`src/rtl/bit_serial_add_ctrl.sv`:
```
// Sequencer for a bit-serial adder: accepts an operand pair, runs clear/load/W shifts, holds the result.
// Optional BSA_OVF_EN adds out_ovf, the signed overflow flag captured alongside the sum.
module bit_serial_add_ctrl #(
    parameter int W     = 8,
    parameter int CNT_W = 8
) (
    input  logic             clk,
    input  logic             reset,
    input  logic             in_valid,
    output logic             in_ready,
    input  logic [W-1:0]     in_a,
    input  logic [W-1:0]     in_b,
    output logic [W-1:0]     add_a,
    output logic [W-1:0]     add_b,
    output logic             add_mode,
    output logic             add_clr,
    input  logic [W-1:0]     add_sum,
    input  logic             add_cout,
    output logic             out_valid,
    input  logic             out_ready,
    output logic [W-1:0]     out_sum,
    output logic             out_cout,
`ifdef BSA_OVF_EN
    output logic             out_ovf,
`endif
    output logic             busy,
    output logic [CNT_W-1:0] done_cnt
);

    localparam int CW = $clog2(W);
    localparam logic [CW-1:0] LAST = CW'(W - 1);

    typedef enum logic [2:0] {
        IDLE  = 3'd0,
        CLR   = 3'd1,
        LOAD  = 3'd2,
        SHIFT = 3'd3,
        CAPT  = 3'd4,
        DONE  = 3'd5
    } state_t;

    state_t        state;
    logic [CW-1:0] cnt;

`ifdef BSA_OVF_EN
    // Two operands of equal sign whose sum flips sign have left the signed range.
    function automatic logic signed_ovf(input logic signed [W-1:0] a,
                                        input logic signed [W-1:0] b,
                                        input logic signed [W-1:0] s);
        return (a[W-1] == b[W-1]) && (s[W-1] != a[W-1]);
    endfunction
`endif

    always_ff @(posedge clk or negedge reset) begin
        if (!reset) begin
            state     <= IDLE;
            cnt       <= '0;
            add_a     <= '0;
            add_b     <= '0;
            out_sum   <= '0;
            out_cout  <= 1'b0;
            out_valid <= 1'b0;
            done_cnt  <= '0;
`ifdef BSA_OVF_EN
            out_ovf   <= 1'b0;
`endif
        end else begin
            case (state)
                IDLE: begin
                    if (in_valid) begin
                        add_a <= in_a;
                        add_b <= in_b;
                        state <= CLR;
                    end
                end
                CLR:  state <= LOAD;
                LOAD: begin
                    cnt   <= '0;
                    state <= SHIFT;
                end
                SHIFT: begin
                    if (cnt == LAST) begin
                        state <= CAPT;
                    end else begin
                        cnt <= cnt + 1'b1;
                    end
                end
                // Adder sum register is complete after the last shift edge.
                CAPT: begin
                    out_sum   <= add_sum;
                    out_cout  <= add_cout;
                    out_valid <= 1'b1;
`ifdef BSA_OVF_EN
                    out_ovf   <= signed_ovf(add_a, add_b, add_sum);
`endif
                    state     <= DONE;
                end
                DONE: begin
                    if (out_ready) begin
                        out_valid <= 1'b0;
                        done_cnt  <= done_cnt + 1'b1;
                        state     <= IDLE;
                    end
                end
                default: state <= IDLE;
            endcase
        end
    end

    assign in_ready = (state == IDLE);
    assign busy     = (state != IDLE);
    assign add_mode = (state != SHIFT);
    assign add_clr  = (state == CLR);

endmodule
```
`config.mk`:
```
export PLATFORM = sky130hd
export DESIGN_NAME = bit_serial_add_ctrl
export DESIGN_NICKNAME = d
export VERILOG_FILES = /design/src/rtl/bit_serial_add_ctrl.sv
export SDC_FILE = /design/constraint.sdc
export NUM_CORES = 1
export LEC_CHECK = 0
export CAP_MARGIN = 20
export CORE_ASPECT_RATIO = 0.9
export CORE_MARGIN = 2
export CORE_UTILIZATION = 35
export DETAILED_ROUTE_END_ITERATION = 8
export MAX_ROUTING_LAYER = met4
export PLACE_DENSITY = 0.67
export SLEW_MARGIN = 20
export SYNTH_ARGS = -nofsm -noshare
export SYNTH_HDL_FRONTEND = slang
export SYNTH_SLANG_ARGS = --single-unit
```
`constraint.sdc`:
```
create_clock -name clk -period 2.5 [get_ports clk]
set_clock_uncertainty 0.2 [all_clocks]
set_input_delay 0.625 -clock clk [delete_from_list [all_inputs] [get_ports clk]]
set_output_delay 0.625 -clock clk [all_outputs]
set_load 0.01 [all_outputs]
```
### Word level (Yosys, flattened, before mapping)

Cells that the tools add are included.
Widths: inputs -> output; s select.

| word-level totals | value |
|---|---|
| input bits | 29 |
| flip-flop bits (word level) | 40 |
| word-level logic and storage cells | 38 |
| output and inout bits | 38 |

| cells by class | value |
|---|---|
| reduce and logical (&&, ||, !) cells | 9 |
| muxes and demuxes | 8 |
| equal/unequal tests | 11 |
| add/subtract/negate cells | 2 |

Operators by type and width:

| operator | count |
|---|---|
| $pmux 3 s6 | 1 |
| $mux 3 | 4 |
| $eq 3x3->1 const B | 3 |
| $add 8x1->8 const B | 1 |
| $ne 2x2->1 const B | 4 |
| $reduce_and 2->1 | 4 |
| $eq 3x2->1 const B | 2 |
| $pmux 3 s2 | 1 |
| $reduce_bool 2->1 | 2 |
| $add 3x1->3 const B | 1 |
| $eq 3x1->1 const B | 1 |
| $logic_not 3->1 | 1 |
| $ne 3x2->1 const B | 1 |
| $reduce_and 3->1 | 1 |
| $reduce_bool 3->1 | 1 |
| $pmux 1 s2 | 1 |
| $mux 1 | 1 |

### Longest topological paths before layout

| depth | value |
|---|---|
| depth after elaboration | 3 |
| depth in mapped cells | 5 |
| mapped depth without buffers | 5 |

### Worst setup path after synthesis

No wires, ideal clock.

| timing path | value |
|---|---|
| kind | register -> output |
| from | register state[2] |
| to | output port in_ready |
| data required time | 1675 ps |
| arrival time | 1188 ps |
| stages on the path, launching flop included | 4 |
| setup slack | 487 ps |
| path buffers | 1 |
| cell sequence | dfrtp_1 -> buf_4 -> or3_2 -> inv_1 |

| on the way | value |
|---|---|
| cells in the longest elaborated chain, start to end | 1 |

RTL lines:

| element | line | RTL |
|---|---|---|
| from (decl) | 42 | `state_t state;` |
| from (signal assigned) | 56 | `state <= IDLE;` |
| from (signal assigned) | 73 | `state <= CLR;` |
| from (signal assigned) | 76 | `CLR: state <= LOAD;` |
| $logic_not 3->1 | 110 | `assign in_ready = (state == IDLE);` |
| to (decl) | 10 | `output logic in_ready,` |

Every way passes these cells.

### Worst setup path after layout

| timing path | value |
|---|---|
| from | register state[2] |
| to | output port add_mode |

| on the way | value |
|---|---|
| cells in the longest elaborated chain, start to end | 1 |

RTL lines:

| element | line | RTL |
|---|---|---|
| $ne 3x2->1 | 112 | `assign add_mode = (state != SHIFT);` |
| to (decl) | 15 | `output logic add_mode,` |

Every way passes these cells.

==> metrics.yaml <==
cts:
  clock_path_buffers: 2
  cts_tree: "yes"
  clock_sinks: 40
  cts_root_buf: "clkbuf_8"
  numCtsBuffers: 5
  htree_levels: 2
  path_clk_slew_ns: 0.07
  holdBufCountCts: 0
  insertion_delay_ns: 0.29
cells_and_area:
  nNetsFinal: 223
  drive_gt1_share_pct: 22.9
  ff_latch_area_um2: 1000
  layout_common_cells: "62 x clkdlybuf4s50_1, 40 x dfrtp_1, 26 x mux2_2, 8 x nand2_1, 6 x xnor2_1"
  multi_input_area_um2: 634
  antennaDiodeCount: 0
  layout_commonest_cell: "clkdlybuf4s50_1"
  fill_cells: 424
  area.growth.synth_to_final_pct: 49.0
placement:
  place.gp.congestion: 0.798
  dp_hpwl_mm: 2.72
  place.port_buffers: 66
die:
  placeableCoreArea_um2: 4550
  top_level_ports: 67
  initial_core_util_pct: 37.1
  row_count: 23
  fp.dieW_um: 77.2
  die_h_um: 69.9
  die_area_um2: 5390
power:
  p_per_area_nw_per_um2: 978
  leakage_nw: 1.09
  ir_drop_mv: 0.508
  total_power_mw: 2.46
critical_path:
  r2r-start: "state[0]$_DFFE_PN0P_"
  cp_max_fo: 10
  r2r_slack_ns: 0.77
  worstPathArrival_ns: 1.56
  path_class: "flop to output pin"
  critPathRequiredTime_ns: 1.67
  end_kind: "output pin"
  cp-start-kind: "flop"
  crit_start: "state[2]$_DFFE_PN0P_"
routing:
  drt-total-wl_mm: 3.64
  drc_errors: 0
  routedWlPerCell_um: 14.3
  drt-vias-per-instance: 4.70
  ant_nets: 0
  drt_iter0_markers: 19
  num_vias: 1194
  first_pass_iters: 3
run:
  cap_violations: 0
global_routing:
  grt_usage_pct: 14.8
  grt_max_degree: 41
  grt_pass1_vias: 1265
  antenna_found_initial: 0
  overflow: 0
  grt_pass1_wl_mm: 6.19
synth:
  yosysTopAreaCellShare_pct: 59.3
  synthTopCellsByArea: "dfrtp_1 59%, mux2_2 17%, xnor2_1 3.1%"
  syn_area_um2: 1690
  synth_seq_cells: 40
  synth.avg_cell_area_um2: 14.3
  ys_warn_count: 0
  syn_nets: 150
  yosysTopAreaCell: "dfrtp_1"
  synth.distinct_cells: 30
  synthCells: 118
  yosysSeqAreaShare_pct: 59.3
sta:
  slew_headroom_pct: 42.7
  hold_viol_final: 0
  final-setup-viol-count: 0
  tns_ns: 0
  final_max_slew_viol_count: 0
  worst_pin_slew_ns: 0.859
  min_period_ns: 2.39
  fmax_ghz: 0.419
  rsz0062_at_grt: "false"
  fin_crit_sh_pct: 95.5
hold_path:
  hp-class: "primary input to async pin"
status:
  outcome: "complete, no violations"
## cells by family after synthesis
kind of cell               after synthesis  share of synthesized area, %
buffers and inverters                    7                          3.04
DFF                                     40                          59.3
AOI/OAI and AO/OA                        7                          2.67
adders and majority gates                3                          2.23
and+or+nand+nor                         27                          11.1
xor gates and xnor gates                 7                          3.64
muxes                                   27                          18.0
## registers in the layout, indices dropped and copies added (netlist names)
name       count
add_a          8
done_cnt       8
cnt            3
out_valid      1
out_sum        8
add_b          8
out_cout       1
state          3
## metal layers
metal,up-vias,GRT usage [%],share of wire (%)
li1,553,-,-
met1,590,17.2,42
met2,47,24.5,49
met3,4,5.43,7.4
met4,0,3.57,0.93
met5,-,-,0
## worst max-delay path, stage by stage, from the launching register on
cell and delay, ns:
dfrtp_1 0.38, buf_4 0.18, nand3b_1 0.20, clkdlybuf4s50_1 0.52
## metrics by stage
stage	worst slack [ns]	instance area [um2]	hold slack, ns	utilization (%)	instances
global route	0.0547	2510	0.320	55.3	254
CTS	0.00154	2510	0.270	55.2	254
detailed placement	0.212	2430	0.276	53.4	246
floorplan	0.487	1690	0.129	-	118
finish	0.113	2510	0.244	55.3	254
global placement	0.241	2430	0.260	53.4	246
## layout make-up
class                           instances  share of cell area [%]
Clock inverter                          3                   0.747
Timing Repair Buffer                   71                    28.1
Tap cell                               62                    3.09
Multi-Input combinational cell         71                    25.2
Inverter                                2                   0.299
Clock buffer                            5                    2.74
Sequential cell                        40                    39.8
## power breakdown
| part | switching [mW] | internal [mW] |
|---|---|---|
| registers | 0.130 | 0.879 |
| logic | 0.396 | 0.645 |
| clock network | 0.214 | 0.194 |
| total | 0.740 | 1.72 |
## final timing paths
kind / cells past startpoint / endpoint
setup / recovery: 3 / add_mode
hold / removal: 1 / add_b[5]$_DFFE_PN0P_
setup reg to reg: 5 / add_a[3]$_DFFE_PN0P_
hold reg to reg: 1 / done_cnt[7]$_DFFE_PN0P_
max in group asynchronous: 1 / done_cnt[4]$_DFFE_PN0P_
min in group clk: 1 / done_cnt[7]$_DFFE_PN0P_
## timing repair
item	4_1_cts	5_1_grt
endpoints found under the setup margin	2	1
setup buffers	0	0
gates resized for setup	2	1
## Yosys cell counts
master    instances
nor3_1            1
buf_8             1
o21ai_0           3
dfrtp_1          40
nor2_1            2
xnor2_1           6
and3_1            1
nor3b_1           2
buf_2             2
nor3b_4           1
xor2_1            1
nor4_1            1
a21o_1            1
mux2i_1           1
or3_2             1
nand3_1           1
buf_4             1
nor2b_4           1
mux2_2           26
ha_1              3
inv_1             2
a21oi_1           1
a22o_1            2
nand4_1           3
buf_6             1
nand3b_1          1
nand4b_4          1
nand2_1           8
and4b_1           1
nand2b_1          2
Power figures use the tool's default switching activity.
